[src/rtl/multi_timer_switch.sv]
// Multi-channel stairwell-style light timer: per-channel ON/WARN/HOLD FSM with
// retrigger, long-press permanent-on, master off and a registered active count.

module mts_lane #(
  parameter int ON_TIME    = 20,
  parameter int WARN_TIME  = 5,
  parameter int LONG_PRESS = 3
) (
  input  logic clock_1Hz,
  input  logic reset,
  input  logic i_btn,
  input  logic i_all_off,
  output logic o_light,
  output logic o_active,
  output logic o_act_nxt
);
  localparam int TW = $clog2(ON_TIME);
  localparam int PW = $clog2(LONG_PRESS + 1);
  localparam logic [TW-1:0] T_LOAD = TW'(ON_TIME - 1);
  localparam logic [TW-1:0] T_WARN = TW'(WARN_TIME);
  localparam logic [PW-1:0] P_MAX  = PW'(LONG_PRESS);
  localparam logic [PW-1:0] P_LAST = PW'(LONG_PRESS - 1);

  typedef enum logic [1:0] {S_OFF, S_ON, S_WARN, S_HOLD} state_t;

  state_t          r_state, w_state_nxt;
  logic [TW-1:0]   r_timer, w_timer_nxt;
  logic [PW-1:0]   r_press, w_press_nxt;
  logic            r_btn_q, r_light, r_active;
  logic            w_rise, w_long, w_light_nxt;

  assign w_rise = i_btn & ~r_btn_q;
  assign w_long = i_btn & (r_press == P_LAST);

  always_comb begin
    w_state_nxt = r_state;
    w_timer_nxt = r_timer;
    if (i_all_off) begin
      w_state_nxt = S_OFF;
    end else begin
      case (r_state)
        S_OFF: begin
          if (w_rise) begin
            w_state_nxt = S_ON;
            w_timer_nxt = T_LOAD;
          end
        end
        S_ON, S_WARN: begin
          // retrigger beats long press, long press beats expiry
          if (w_rise) begin
            w_state_nxt = S_ON;
            w_timer_nxt = T_LOAD;
          end else if (w_long) begin
            w_state_nxt = S_HOLD;
          end else if (r_timer == '0) begin
            w_state_nxt = S_OFF;
          end else begin
            w_timer_nxt = r_timer - TW'(1);
            if (r_state == S_ON && WARN_TIME != 0 && r_timer == T_WARN)
              w_state_nxt = S_WARN;
          end
        end
        S_HOLD: begin
          if (w_rise) w_state_nxt = S_OFF;
        end
        default: w_state_nxt = S_OFF;
      endcase
    end
    if (w_state_nxt == S_OFF) w_timer_nxt = '0;
  end

  // Clearing in HOLD keeps a press that starts there from re-arming HOLD.
  always_comb begin
    w_press_nxt = r_press;
    if (i_all_off || !i_btn || r_state == S_HOLD) w_press_nxt = '0;
    else if (r_press != P_MAX)                    w_press_nxt = r_press + PW'(1);
  end

  always_comb begin
    case (w_state_nxt)
      S_ON, S_HOLD: w_light_nxt = 1'b1;
      S_WARN:       w_light_nxt = (r_state == S_WARN) ? ~r_light : 1'b0;
      default:      w_light_nxt = 1'b0;
    endcase
  end

  assign o_act_nxt = (w_state_nxt != S_OFF);

  always_ff @(posedge clock_1Hz or posedge reset) begin
    if (reset) begin
      r_state  <= S_OFF;
      r_timer  <= '0;
      r_press  <= '0;
      r_btn_q  <= 1'b1;
      r_light  <= 1'b0;
      r_active <= 1'b0;
    end else begin
      r_state  <= w_state_nxt;
      r_timer  <= w_timer_nxt;
      r_press  <= w_press_nxt;
      r_btn_q  <= i_btn;
      r_light  <= w_light_nxt;
      r_active <= o_act_nxt;
    end
  end

  assign o_light  = r_light;
  assign o_active = r_active;
endmodule

module multi_timer_switch #(
  parameter int N          = 4,
  parameter int ON_TIME    = 20,
  parameter int WARN_TIME  = 5,
  parameter int LONG_PRESS = 3
) (
  input  logic                     clock_1Hz,
  input  logic                     reset,
  input  logic [N-1:0]             btn,
  input  logic                     all_off,
  output logic [N-1:0]             light,
  output logic [N-1:0]             active,
  output logic [$clog2(N+1)-1:0]   active_count
);
  localparam int CW = $clog2(N + 1);

  if (N < 1 || N > 32) begin : g_bad_n
    $error("multi_timer_switch: N must be 1..32");
  end
  if (ON_TIME < 2) begin : g_bad_on
    $error("multi_timer_switch: ON_TIME must be >= 2");
  end
  if (WARN_TIME < 0 || WARN_TIME >= ON_TIME) begin : g_bad_warn
    $error("multi_timer_switch: WARN_TIME must be 0..ON_TIME-1");
  end
  if (LONG_PRESS < 2) begin : g_bad_lp
    $error("multi_timer_switch: LONG_PRESS must be >= 2");
  end

  logic [N-1:0]  w_act_nxt;
  logic [CW-1:0] w_cnt_nxt;
  logic [CW-1:0] r_count;

  for (genvar gi = 0; gi < N; gi++) begin : g_lane
    mts_lane #(
      .ON_TIME   (ON_TIME),
      .WARN_TIME (WARN_TIME),
      .LONG_PRESS(LONG_PRESS)
    ) u_lane (
      .clock_1Hz(clock_1Hz),
      .reset    (reset),
      .i_btn    (btn[gi]),
      .i_all_off(all_off),
      .o_light  (light[gi]),
      .o_active (active[gi]),
      .o_act_nxt(w_act_nxt[gi])
    );
  end

  // Count the next-state vector so the registered count lines up with active.
  always_comb begin
    w_cnt_nxt = '0;
    for (int i = 0; i < N; i++) w_cnt_nxt = w_cnt_nxt + CW'(w_act_nxt[i]);
  end

  always_ff @(posedge clock_1Hz or posedge reset) begin
    if (reset) r_count <= '0;
    else       r_count <= w_cnt_nxt;
  end

  assign active_count = r_count;
endmodule

[config.mk]
export PLATFORM = sky130hd
export DESIGN_NAME = multi_timer_switch
export DESIGN_NICKNAME = d
export VERILOG_FILES = /design/src/rtl/multi_timer_switch.sv
export SDC_FILE = /design/constraint.sdc
export NUM_CORES = 1
export LEC_CHECK = 0
export CAP_MARGIN = 10
export CORE_AREA = 2 2 82 84
export DETAILED_ROUTE_END_ITERATION = 16
export DIE_AREA = 0 0 84 86
export PLACE_DENSITY_LB_ADDON = 0.25
export SYNTH_ARGS = -nofsm -noshare
export SYNTH_HDL_FRONTEND = slang
export SYNTH_SLANG_ARGS = --single-unit
[constraint.sdc]
create_clock -name clock_1Hz -period 3.05 [get_ports clock_1Hz]
set_clock_uncertainty 0.15 [all_clocks]
set_input_delay 0.305 -clock clock_1Hz [delete_from_list [all_inputs] [get_ports clock_1Hz]]
set_output_delay 0.305 -clock clock_1Hz [all_outputs]
set_load 0.02 [all_outputs]
==> metrics.cfg <==
[critical_path]
crit-reg2reg-launch = g_lane[1].u_lane.r_state[1]
worstSetupStartpointType = register
crit_required_ns = 3.10
path_class = reg2reg
arrival_ns = 2.98
crit_path_start = g_lane[1].u_lane.r_state[1]
end_kind = register
critPathMaxFanout = 5

[floorplanning]
io_pins = 18
start_util_pct = 53.30
die_area_sq_mm = 0.007224
fp.dieW_um = 84
row_count = 29
die_h_um = 86
core_sq_mm = 0.006277

[synth]
synth_top_family_by_area = simple AND/OR/NAND/NOR gates
yosysTopAreaCell = dfrtp_1
synthMuxAreaShare_pct = 0.3366
synthFlopType = dfrtp_1
synth-compound-area-share_pct = 17.50
synth_fp_nets = 406
seq_area_frac_synth_pct = 38.29
synth_edf_count = 0
synth.distinct_cells = 61
syn_area_per_cell_sq_um = 9.398
synthAdderAreaFrac_pct = 16.31
yosys_register_bits = 51
netlist_top_cells_area = dfrtp_1 35%, ha_1 16%, inv_1 4.6%
synth_area_sq_mm = 0.003346
synth_xor_area_share_pct = 1.047
yosys_warnings = 0
yosys.area_share.simple_pct = 19.86
netlist.area_leader.share_pct = 35.15
synth_cells = 356
async_flop_share_pct = 100.0

[power_and_ir_drop]
intPower_mw = 1.167
clkPwrFrac_pct = 25.1
switching_power_uw = 572.9
leakagePower_nw = 1.793
switching_share_pct = 32.93
sequentialPowerShare_pct = 45.2
power_frac_comb_pct = 29.7
ir_drop_v = 0.0002851
p_per_area_mw_per_mm2 = 458.3

[cells_and_area]
multi_input_area_sq_mm = 0.001881
register_area_sq_mm = 0.001282
fin_nets = 435
areaGrowthSynthToFinish_pct = 13.46
diodes = 0
n_fill_cell = 543
drive_gt1_share_pct = 12.44
final_cells = 463
final_common_cell = dfrtp_1
final_cell_mix = 46 x dfrtp_1, 40 x inv_1, 40 x ha_1

[global_route]
top_usage_layer = met2
grt.overflow.total = 0
antenna_found_initial = 0
grt.met2_usage_pct = 34.98
grt_pass1_vias = 2614
grt_pass1_wl_um = 12080
grtUsageTotal_pct = 20.59
grt_use_met1_pct = 27.36
grtUsageMet3_pct = 3.465
grt_max_degree = 26

[place]
hpwl_um = 5209
dp_cells = 453
routabilityCongestion = 0.8982
io_buffers = 17

[timing]
fin_hold_ws_ns = 0.1929
worstMarginPinSlew_ns = 0.6223
setup_viol = 0
finalCritPeriodShare_pct = 95.95
slew_headroom_pct = 57.93
fin_crit_ns = 2.926
report.final.slew_viol_count = 0
hold_viol = 0
fmaxAchievable_ghz = 0.3417

[drt]
wl_um = 6997
first_pass_iters = 4
ant_nets = 0
viasPerCell = 5.685
drt-wirelength-per-cell_um = 15.11
vias = 2632
drc = 0
drtIter0Drc = 141

[clock_tree]
cts_tree = built
max-clock-path-buffers = 2
numCtsBuffers = 5
path_clk_slew_ns = 0.09
htree_num_levels = 2
clk_latency_ns = 0.31
cts_sinks = 51
root_buffer = clkbuf_8

[outcome]
status = finished clean

[hold_path]
hold_path.class = in2async

[run]
cap_violations = 0

## timing repair
action,CTS,global route
buffers inserted,0,2
hold endpoints to repair,0,0
gates resized for setup,0,10
setup endpoints to repair,0,3
hold buffers,0,0
## synthesized netlist by cell type, drive strengths merged (5+ instances only)
| library cell | n |
|---|---|
| o21ai | 15 |
| inv | 41 |
| dfrtp | 47 |
| a21oi | 18 |
| nor2 | 37 |
| ha | 42 |
| buf | 9 |
| and2 | 7 |
| a211oi | 10 |
| nor2b | 6 |
| o21a | 5 |
| a31oi | 9 |
| nand2 | 16 |
| nand3 | 13 |
| nor3 | 8 |
| nand2b | 9 |
## layer usage
| metal | up-vias | share of wire [%] |
|---|---|---|
| met4 | 0 | 1.0 |
| met2 | 64 | 48 |
| met5 | - | 0 |
| met3 | 7 | 3.6 |
| met1 | 1258 | 47 |
| li1 | 1303 | - |
## layout make-up
cell class	count	area share (%)
Clock buffer	8	2.637
Inverter	41	4.054
Multi-Input combinational cell	254	49.54
Sequential cell	51	33.78
Tap cell	77	2.538
Timing Repair Buffer	32	7.449
## kinds of logic (layout without fill, tap and decap cells)
kind of cell / count (synthesis) / count (layout)
AND/OR/NAND/NOR: 122 / 122
AO/OA/AOI/OAI: 84 / 84
flip-flops: 51 / 51
buffers and inverters: 51 / 81
adder cells (fa/ha/maj): 43 / 43
XOR/XNOR: 4 / 4
multiplexers: 1 / 1
## worst max-delay path, stage by stage (launching register included)
cell and delay, ns:
dfrtp_1 0.44, inv_1 0.12, ha_1 0.18, and4bb_2 0.23, a211o_1 0.32, a31oi_2 0.30, nor2_2 0.09, fa_1 0.51
inv_1 0.04, ha_1 0.17, ha_1 0.26
## power by group through the flow
| stage | registers [mW] | logic, mW | clock network [mW] |
|---|---|---|---|
| CTS | 0.785 | 0.509 | 0.449 |
| floorplan | 0.798 | 0.349 | 0 |
| detailed placement | 0.798 | 0.506 | 0 |
| global route | 0.795 | 0.581 | 0.473 |
| global placement | 0.796 | 0.489 | 0 |
| finish | 0.786 | 0.516 | 0.438 |
## worst paths after layout
check | endpoint | slack, ns | cells past startpoint
worst max-delay path | active_count[1] | 0.12 | 10
worst min-delay path | g_lane[1].u_lane.o_active | 0.19 | 2
min in group clock_1Hz | g_lane[1].u_lane.r_btn_q | 0.32 | 1
worst min register to register | g_lane[2].u_lane.o_light | 0.39 | 2
max in group asynchronous | g_lane[2].u_lane.r_btn_q | 1.90 | 3
worst max register to register | active_count[1] | 0.12 | 10
## flip-flops by register name, indices dropped and copies added, names as in the netlist
name	count
g_lane.u_lane.r_timer	20
g_lane.u_lane.r_btn_q	4
g_lane.u_lane.r_press	8
active_count	3
g_lane.u_lane.r_state	8
g_lane.u_lane.o_light	4
g_lane.u_lane.o_active	4
## stage by stage
step / utilization, % / TNS [ns] / setup WS, ns / instance area, sq um / power, mW
floorplan: - / 0 / 0.1733 / 3346 / 1.147
global placement: 58.00 / 0 / 0.1475 / 3641 / 1.286
detailed placement: 58.00 / 0 / 0.03367 / 3641 / 1.304
CTS: 59.60 / 0 / 0.009132 / 3741 / 1.743
global route: 60.47 / -0.006318 / -0.006318 / 3796 / 1.849
finish: 60.47 / 0 / 0.1236 / 3796 / 1.740
Power figures use the tool's default switching activity.
==> RTL edit, RTL diff (config.mk and constraints unchanged) <==
Re-encode `state_t` (4 states) as one-hot, 4 bits wide.
--- a/src/rtl/multi_timer_switch.sv
+++ b/src/rtl/multi_timer_switch.sv
@@ -21,7 +21,7 @@
   localparam logic [PW-1:0] P_MAX  = PW'(LONG_PRESS);
   localparam logic [PW-1:0] P_LAST = PW'(LONG_PRESS - 1);
 
-  typedef enum logic [1:0] {S_OFF, S_ON, S_WARN, S_HOLD} state_t;
+  typedef enum logic [3:0] {S_OFF = 4'b0001, S_ON = 4'b0010, S_WARN = 4'b0100, S_HOLD = 4'b1000} state_t;
 
   state_t          r_state, w_state_nxt;
   logic [TW-1:0]   r_timer, w_timer_nxt;
Behaviour: no difference found for any inputs over 4 cycles, from zero or initial values and one cycle with reset high; so few cycles prove little.
==> RTL edit against the unedited design <==
Setup slack got worse by 16 ps; sequential share of layout area increased by 2.8 points; synthesized area increased by 6.1%; design area increased by 7.0%; maximum frequency decreased by 0.53%; total power increased by 9.6%; wire length increased by 5.8%; sequential cell count increased by 8; critical path type unchanged; critical endpoint unchanged; largest power group unchanged; highest routed layer unchanged.
==> RTL edit: results (changes against the unedited design) <==
| Metric | Value |
|---|---|
| Post-synthesis mux area share | `0.2819% (was 0.3366%)` |
| Post-synthesis sequential area ratio | `41.86% (was 38.29%)` |
| Fill count | `498 (was 543)` |
| H-Tree Depth | `3 (was 2)` |
| Reg power frac | `44.9% (was 45.2%)` |
| Met2 Use GR | `37.09% (was 34.98%)` |
| Routed wl met2 | `3.543 mm (was 3.381 mm)` |
| Synth area leaders | `dfrtp_1 36%, ha_1 7.8%, dfstp_2 5.9% (was dfrtp_1 35%, ha_1 16%, inv_1 4.6%)` |
| YS warnings | `0 (unchanged)` |
| Nets | `423 (was 435)` |
| Comb pwr | `0.311 mW (was 0.516 mW)` |
| Net Count, Synth | `395 (was 406)` |
| Metal-1 WL | `3.420 mm (was 3.290 mm)` |
| DPL Wire Length | `5.365 mm (was 5.209 mm)` |
| Met1 Track Usage GR | `29.45% (was 27.36%)` |
| Gpl congestion | `0.8546 (was 0.8982)` |
| Fmax | `0.3399 GHz (was 0.3417 GHz)` |
| Number of global-route vias before repair | `2796 (was 2614)` |
| First-pass GRT wire length | `12.95 mm (was 12.08 mm)` |
| Commonest cells in the netlist | `51 x dfrtp_1, 38 x nor2_1, 25 x inv_1, 22 x ha_1, 19 x a21oi_1 (was 47 x dfrtp_1, 42 x ha_1, 41 x inv_1, 36 x nor2_1)` |
| Switching Fraction | `27.41% (was 32.93%)` |
| Distinct cell type count after synthesis | `70 (was 61)` |
| Worst Path Arrival | `3030 ps (was 2980 ps)` |
| Largest net degree at the start of global routing | `25 (was 26)` |
| Share of post-route cells with drive strength above 1 | `15.08% (was 12.44%)` |
| Worst R2R Setup Slack | `110 ps (was 120 ps)` |
| Synth Area in Adders | `8.316% (was 16.31%)` |
| Top Registers | `g_lane.u_lane.r_timer: 20 flops, g_lane.u_lane.r_state: 16 flops, g_lane.u_lane.r_press: 8 flops (was g_lane.u_lane.r_timer: 20 flops, g_lane.u_lane.r_press: 8 flops, g_lane.u_lane.r_state: 8 flops)` |
| Synth Area in XOR/XNOR | `3.206% (was 1.047%)` |
| DR pass1 iterations | `5 (was 4)` |
| Clk_lat worst skew | `350 ps (was 310 ps)` |
| Status | `finished clean (unchanged)` |
| Vias after detailed routing | `2873 (was 2632)` |
| GR Util met3 | `3.369% (was 3.465%)` |
| Max FO, Critical Path | `3 (was 5)` |
| Slew margin rel. | `51.10% (was 57.93%)` |
| GRT Util Overall | `22.40% (was 20.59%)` |
-- RTL edit: cell type report --
class                           instances  area (µm²)  area share (%)
Sequential cell                        59        1486           36.61
Multi-Input combinational cell        262        1866           45.95
Clock buffer                           12       155.1           3.821
Clock inverter                          4       50.05           1.233
Timing Repair Buffer                   36       312.8           7.704
Inverter                               25       93.84           2.311
Tap cell                               77       96.34           2.373
-- RTL edit: per-stage QoR --
step / cell area (µm²) / std cells / utilization, % / hold slack [ps] / setup WS (ps)
floorplan: 3557 / 365 / - / 159.5 / 50.52
global placement: 3840 / 457 / 61.17 / 344.2 / 222.1
detailed placement: 3840 / 457 / 61.17 / 351.3 / 79.49
CTS: 4045 / 473 / 64.44 / 119.8 / 92.16
global route: 4060 / 475 / 64.68 / 175.9 / 15.04
finish: 4060 / 475 / 64.68 / 104.9 / 108.0
-- RTL edit: repair_timing --
item	4_1_cts	5_1_grt
hold buffers	0	0
gates resized for setup	0	1
endpoints found under the setup margin	0	1
buffers inserted	0	2
